File: src/rtl/uart_tx_mmio.sv
// rtl/uart_tx_mmio.sv - memory-mapped 8N1 UART transmitter with byte FIFO
module uart_tx_mmio #(
  parameter int FIFO_DEPTH     = 8,
  parameter int BAUD_DIV_RESET = 434
) (
  input  logic        clk,
  input  logic        reset,
  input  logic        we,
  input  logic [31:0] a,
  input  logic [31:0] wd,
  output logic [31:0] rd,
  output logic        tx
);
  localparam int PW = $clog2(FIFO_DEPTH);
  localparam int CW = PW + 1;

  typedef enum logic [1:0] {IDLE, START, DATA, STOP} state_t;
  state_t state_q, state_d;

  logic [7:0]    mem [FIFO_DEPTH];
  logic [PW-1:0] wr_ptr, rd_ptr;
  logic [CW-1:0] count;
  logic          overflow;
  logic [15:0]   baud_div, frame_div, baud_cnt;
  logic [2:0]    bit_cnt;
  logic [7:0]    shift;

  logic sel_data, sel_status, sel_baud;
  logic fifo_empty, fifo_full, push, pop, cnt_zero, busy;
  logic unused_bits;

  assign sel_data   = we && (a[3:2] == 2'd0);
  assign sel_status = we && (a[3:2] == 2'd1);
  assign sel_baud   = we && (a[3:2] == 2'd2);
  assign fifo_empty = (count == '0);
  assign fifo_full  = (count == CW'(FIFO_DEPTH));
  // Full is judged on the pre-edge count, so a same-edge pop cannot rescue a push.
  assign push       = sel_data && !fifo_full;
  assign cnt_zero   = (baud_cnt == 16'd0);
  assign busy       = (state_q != IDLE);
  assign unused_bits = ^{a[31:4], a[1:0], wd[31:16]};

  always_comb begin
    state_d = state_q;
    pop     = 1'b0;
    case (state_q)
      IDLE: begin
        if (!fifo_empty) begin
          pop     = 1'b1;
          state_d = START;
        end
      end
      START: if (cnt_zero) state_d = DATA;
      DATA:  if (cnt_zero && bit_cnt == 3'd7) state_d = STOP;
      STOP: begin
        if (cnt_zero) begin
          if (!fifo_empty) begin
            pop     = 1'b1;
            state_d = START;
          end else begin
            state_d = IDLE;
          end
        end
      end
      default: state_d = IDLE;
    endcase
  end

  always_ff @(posedge clk or negedge reset) begin
    if (!reset) state_q <= IDLE;
    else        state_q <= state_d;
  end

  always_ff @(posedge clk) begin
    if (push) mem[wr_ptr] <= wd[7:0];
  end

  always_ff @(posedge clk or negedge reset) begin
    if (!reset) begin
      wr_ptr   <= '0;
      rd_ptr   <= '0;
      count    <= '0;
      overflow <= 1'b0;
      baud_div <= 16'(BAUD_DIV_RESET);
    end else begin
      if (push) wr_ptr <= wr_ptr + 1'b1;
      if (pop)  rd_ptr <= rd_ptr + 1'b1;
      if (push && !pop)      count <= count + 1'b1;
      else if (pop && !push) count <= count - 1'b1;
      if (sel_data && fifo_full)     overflow <= 1'b1;
      else if (sel_status && wd[3])  overflow <= 1'b0;
      if (sel_baud) baud_div <= (wd[15:0] == 16'd0) ? 16'd1 : wd[15:0];
    end
  end

  // Divisor is captured per frame so mid-frame BAUDDIV writes wait for the next byte.
  always_ff @(posedge clk or negedge reset) begin
    if (!reset) begin
      shift     <= 8'd0;
      frame_div <= 16'd1;
      baud_cnt  <= 16'd0;
      bit_cnt   <= 3'd0;
    end else if (pop) begin
      shift     <= mem[rd_ptr];
      frame_div <= baud_div;
      baud_cnt  <= baud_div - 16'd1;
      bit_cnt   <= 3'd0;
    end else if (busy) begin
      if (cnt_zero) begin
        baud_cnt <= frame_div - 16'd1;
        if (state_q == DATA) begin
          shift   <= {1'b0, shift[7:1]};
          bit_cnt <= bit_cnt + 3'd1;
        end
      end else begin
        baud_cnt <= baud_cnt - 16'd1;
      end
    end
  end

  always_comb begin
    tx = 1'b1;
    case (state_q)
      START:   tx = 1'b0;
      DATA:    tx = shift[0];
      default: tx = 1'b1;
    endcase
  end

  always_comb begin
    rd = 32'd0;
    case (a[3:2])
      2'd1:    rd = {23'd0, 5'(count), overflow, fifo_full, fifo_empty, busy};
      2'd2:    rd = {16'd0, baud_div};
      default: rd = 32'd0;
    endcase
  end
endmodule

File: config.mk
export PLATFORM = sky130hd
export DESIGN_NAME = uart_tx_mmio
export DESIGN_NICKNAME = d
export VERILOG_FILES = /design/src/rtl/uart_tx_mmio.sv
export SDC_FILE = /design/constraint.sdc
export NUM_CORES = 1
export LEC_CHECK = 0
export BUFFER_PORTS_ARGS = -buffer_cell sky130_fd_sc_hd__buf_2
export CORE_UTILIZATION = 29
export CTS_CLUSTER_SIZE = 10
export DETAILED_ROUTE_END_ITERATION = 6
export PLACE_DENSITY = 0.52
export REMOVE_ABC_BUFFERS = 1
export SYNTH_ARGS = -nofsm -noshare
export SYNTH_HDL_FRONTEND = slang
export SYNTH_SLANG_ARGS = --single-unit
File: constraint.sdc
create_clock -name clk -period 4.4 [get_ports clk]
set_input_delay 0.44 -clock clk [delete_from_list [all_inputs] [get_ports clk]]
set_output_delay 0.44 -clock clk [all_outputs]
set_load 0.01 [all_outputs]
# Word-level counts from Yosys, hierarchy flattened
# Memories as Yosys holds them, arrays and structs flattened.
# Cells that the tools add are included.
# totals
regBits,72
memories,1
ramBits,64
# op_classes
n_mux,29
eq_ne,11
add_sub_neg,8
reduce_logical,25
# memory_table
memory,words,word_bits,rd,rd_clocked_by_memory_dff,write_ports,line_no,text
mem,8,8,1,0,1,20,logic [7:0] mem [FIFO_DEPTH];
# op_table
op,n
$mux W16,4
$sub A16 B1 Y16 const B,3
$logic_not A16 Y1,2
$mux W8,4
$pmux W16 S2,1
$mux W3,4
$reduce_bool A2 Y1,6
$add A3 B1 Y3 const B,3
$logic_and A1 B1 Y1,9
$mux W2,4
$mux W4,2
$ne A2 B2 Y1 const B,4
$pmux W2 S4,1
$mux W1,7
$eq A2 B2 Y1 const B,3
$add A4 B1 Y4 const B,1
$eq A2 B1 Y1 const B,2
$eq A4 B4 Y1 const B,1
$logic_not A2 Y1,2
$logic_not A4 Y1,1
$pmux W1 S2,2
$reduce_and A4 Y1,1
$sub A4 B1 Y4 const B,1
$eq A3 B3 Y1 const B,1
other kinds (2),4

# Longest topological paths before layout
# logic_depth
word_depth,7
mapped_depth,18
depth_no_buf,14

# Worst setup path after synthesis
# OpenSTA, ideal clock, no wires.
# synth_path
kind,register to register
from,reg state_q[0]
to,reg count[3]
path_buffers,4
stages_incl_launch_ff,19
arrival_ns,3.337
period_less_slack_ns,3.462
setup_slack_ns,0.938
setup_time_ns,0.125
cell_sequence,dfrtp_1 > inv_1 > ha_1 > nor2b_1 > clkbuf_1 > nand3_1 > o21ai_2 > inv_2 > clkbuf_1 > clkbuf_1 > clkbuf_1 > ha_1 > inv_1 > ha_1 > a21o_1 > a21oi_1 > xnor2_1 > nor2_1 > xor2_1
# synth_between
elab_chain_len,5
# synth_lines
element,line_no,text
from (decl),18,"state_t state_q, state_d;"
from (signal assigned),71,else state_q <= state_d;
$eq A2 B2 Y1 / $logic_not A2 Y1 (equally long branches),46,case (state_q)
$pmux W1 S2 *,46,
$logic_not A1 Y1,88,if (push && !pop) count <= count + 1'b1;
$logic_and A1 B1 Y1,88,
$mux W4 / $reduce_bool A2 Y1 (equally long branches),--,
to (signal assigned),88,
to (signal assigned),89,else if (pop && !push) count <= count - 1'b1;
to (decl),22,logic [CW-1:0] count;
# Every way passes the cells marked *; elsewhere a longest branch is shown, timed or not.
# A chain may end at the register's enable or synchronous reset.

# Worst setup path in the final report
# layout_path
from,reg state_q[1]
to,reg baud_cnt[15]
# layout_between
elab_chain_len,3
# layout_lines
element,line_no,text
$eq A2 B2 Y1 / $logic_not A2 Y1 (equally long branches),46,
$pmux W1 S2,46,
$mux W16 / $reduce_bool A2 Y1 (equally long branches),--,
to (signal assigned),106,baud_cnt <= baud_div - 16'd1;
to (signal assigned),110,baud_cnt <= frame_div - 16'd1;
to (signal assigned),116,baud_cnt <= baud_cnt - 16'd1;
to (decl),24,"logic [15:0] baud_div, frame_div, baud_cnt;"
# Parallel ways exist; a longest one is shown, timed or not.

==> out/metrics.cfg <==
[outcome]
outcome = finished with violations
violations = design-rule violations

[cts]
clock_latency_ns = 0.42
tritoncts = done
h-tree-depth = 4
cts_setup_buffers = 0
root_buffer = clkbuf_16
cts_inserted_buffers = 17
ctsHoldBuffers = 0
cts_buffer_depth = 2
cts.sinks = 136
path_clk_slew_ns = 0.06
cts_resized = 0

[synth]
syn_area_um2 = 6530
async_flop_share_pct = 52.9
ys_dominant_reg_cell = dfrtp_1
synth_warnings = 0
syn_avg_cell_area_um2 = 12.0
seq_area_frac_synth_pct = 57.2
synthDistinctLibCells = 54
synth-edff-count = 64
ys_ff_latch = 136
synthCells = 544

[global_routing]
grt_pass1_vias = 4450
antenna_found_initial = 0
grt_max_degree = 73
overflow = 0
grt_usage_pct = 13.3
grt_pass1_wl_um = 23900

[layout]
nNetsFinal = 666
final_util_pct = 34.3
final-seq-area_um2 = 3730
drive_gt1_share_pct = 20.0
syn_to_final_growth_pct = 15.3
diodes = 0
multiInputGateArea_um2 = 2620
fillers = 2128

[drt]
avgRoutedWirePerCell_um = 16.7
ant_nets = 0
post-route-drc-count = 12
totalWireLength_um = 14600
drt_iter0_drc = 298
dr.pass1.iters = 6
viasPerCell = 4.94
vias = 4321

[sta]
post-route-period-util_pct = 84.7
maxSlewViolCount = 0
worstMarginPinSlew_ns = 1.20
setup_viol = 0
fin_crit_ns = 3.73
hold_viol_final = 0
hold_ws_ns = 0.161
fmax_mhz = 268
rsz0062_at_grt = no
slew_headroom_pct = 19.4
fin_skew_ns = 0.00730
worst_slack_ns = 0.672
final.setup.tns_ns = 0

[floorplanning]
coreArea_um2 = 22000
ios = 100
die_h_um = 152
initial_utilization_pct = 29.7
dieArea_um2 = 23100
die_w_um = 152
num_rows = 54

[worst_setup_path]
critPathMaxFanout = 30
endpoint_kind = flop
worst_ep_arrival_time_ns = 4.01
cp_cell_sequence = inv_1 -> ha_1 -> nor2b_1 -> nand3_1 -> o21ai_2 -> inv_2 -> or4_1 -> a22o_1 -> nor4_1 -> xnor2_1 -> a21oi_1
reg2reg_slack_ns = 0.67
cp.required_ns = 4.69
max_stage_delay_ns = 0.49
critical-path-slowest-cell = nor2b_1
cpLargestDelayFamily = simple AND/OR/NAND/NOR gates
start_kind = flop
path_class = flop to flop
worstPathBufferInverterCount = 2

[power_and_ir_drop]
p_total_mw = 4.87
p_leak_nw = 2.96
ir_worst_vdd_mv = 0.285
p_per_area_nw_per_um2 = 648

[placement]
hpwl_um = 10200
dp_slack_ns = 0.713
numPortBuffers = 37
place.gp.congestion = 0.823

[hold_path]
hold_class = input port to async pin

[job]
drv_cap = 0

==> Yosys cell counts (8+ instances only) <==
library cell,n,area [um^2]
mux2_2,19,214
clkbuf_1,20,75.1
edfxtp_1,64,1920
buf_4,16,120
ha_1,16,200
mux4_2,16,360
o21ai_0,16,80.1
dfrtp_1,66,1650
a211oi_1,10,75.1
a22oi_1,8,60.1
nand2_1,67,251
nor2b_1,17,106
xnor2_1,14,123
nor3_1,18,90.1
mux2i_1,10,100
nor2_1,35,131
and2_1,8,50.1
a21oi_1,40,200
==> cell families (layout without fill, tap and decap cells) <==
family                     count (synthesis)  in the layout  synth area share, %
DFF                                      136            136                 57.2
and+or+nand+nor                          177            177                 13.0
buffers and inverters                     48             84                 3.70
other                                      1             16               0.0575
adders and majority gates                 17             17                 3.37
muxes                                     45             45                 10.3
xor gates and xnor gates                  21             21                 2.82
AOI/OAI and AO/OA                         99             99                 9.51
==> metrics by stage <==
step,cells,area [um^2]
4_1_cts,875,7520
6_report,875,7530
5_1_grt,875,7530
2_1_floorplan,519,6370
3_3_place_gp,843,6960
3_5_place_dp,843,6960
==> area by class of cell <==
type	count	area share, %
Clock buffer	23	6.08
Clock inverter	9	1.35
Inverter	8	0.399
Multi-Input combinational cell	375	34.7
Sequential cell	136	49.6
Tap cell	280	4.66
Timing Repair Buffer	44	3.19
==> power breakdown <==
group / switching (mW) / internal [mW]
combinational: 0.801 / 0.702
clock: 0.520 / 0.843
sequential: 0.368 / 1.64
total: 1.69 / 3.19
==> metal layers <==
metal | track usage, % | share of wire [%]
met1 | 16.0 | 45
met2 | 23.6 | 50
met3 | 2.88 | 2.9
met4 | 4.52 | 1.4
met5 | 0 | 0
==> path summary, 6_finish.rpt <==
| kind | startpoint | to | cells past startpoint |
|---|---|---|---|
| setup / recovery | state_q[1]$_DFFE_PN0P_ | baud_cnt[15]$_DFFE_PN0P_ | 11 |
| setup reg to reg | state_q[1]$_DFFE_PN0P_ | baud_cnt[15]$_DFFE_PN0P_ | 11 |
| min in group clk | wd[8] | baud_div[8]$_DFFE_PN1P_ | 2 |
| max in group asynchronous | reset | state_q[0]$_DFFE_PN0P_ | 1 |
| hold / removal | reset | baud_cnt[3]$_DFFE_PN0P_ | 1 |
| hold reg to reg | frame_div[7]$_DFFE_PN0P_ | frame_div[7]$_DFFE_PN0P_ | 2 |
==> state kept, by name (all words and copies together), names as in the netlist <==
| register | flops |
|---|---|
| rd_ptr | 3 |
| mem | 64 |
| baud_cnt | 16 |
| frame_div | 16 |
| overflow | 1 |
| bit_cnt | 3 |
| state_q | 2 |
| baud_div | 16 |
| count | 4 |
| shift | 8 |
| wr_ptr | 3 |
==> layout by cell type (no fill, tap or decap), types with 16 or more instances in the layout <==
master      n
nor2b_1    17
o21ai_0    16
mux4_2     16
dfrtp_1    66
nor2_1     35
nand2_1    67
ha_1       16
nor3_1     17
mux2_2     19
a21oi_1    40
clkbuf_16  17
edfxtp_1   64
buf_2      36
conb_1     16
==> worst register-to-register path: cells and delay by family (launching register included) <==
family / cells / cell delay [ns]
buffers and inverters: 2 / 0.41
AND/OR/NAND/NOR: 4 / 1.58
AO/OA/AOI/OAI: 3 / 0.70
XOR/XNOR: 1 / 0.17
adder cells (fa/ha/maj): 1 / 0.32
flip-flops: 1 / 0.42
Power figures use the tool's default switching activity.
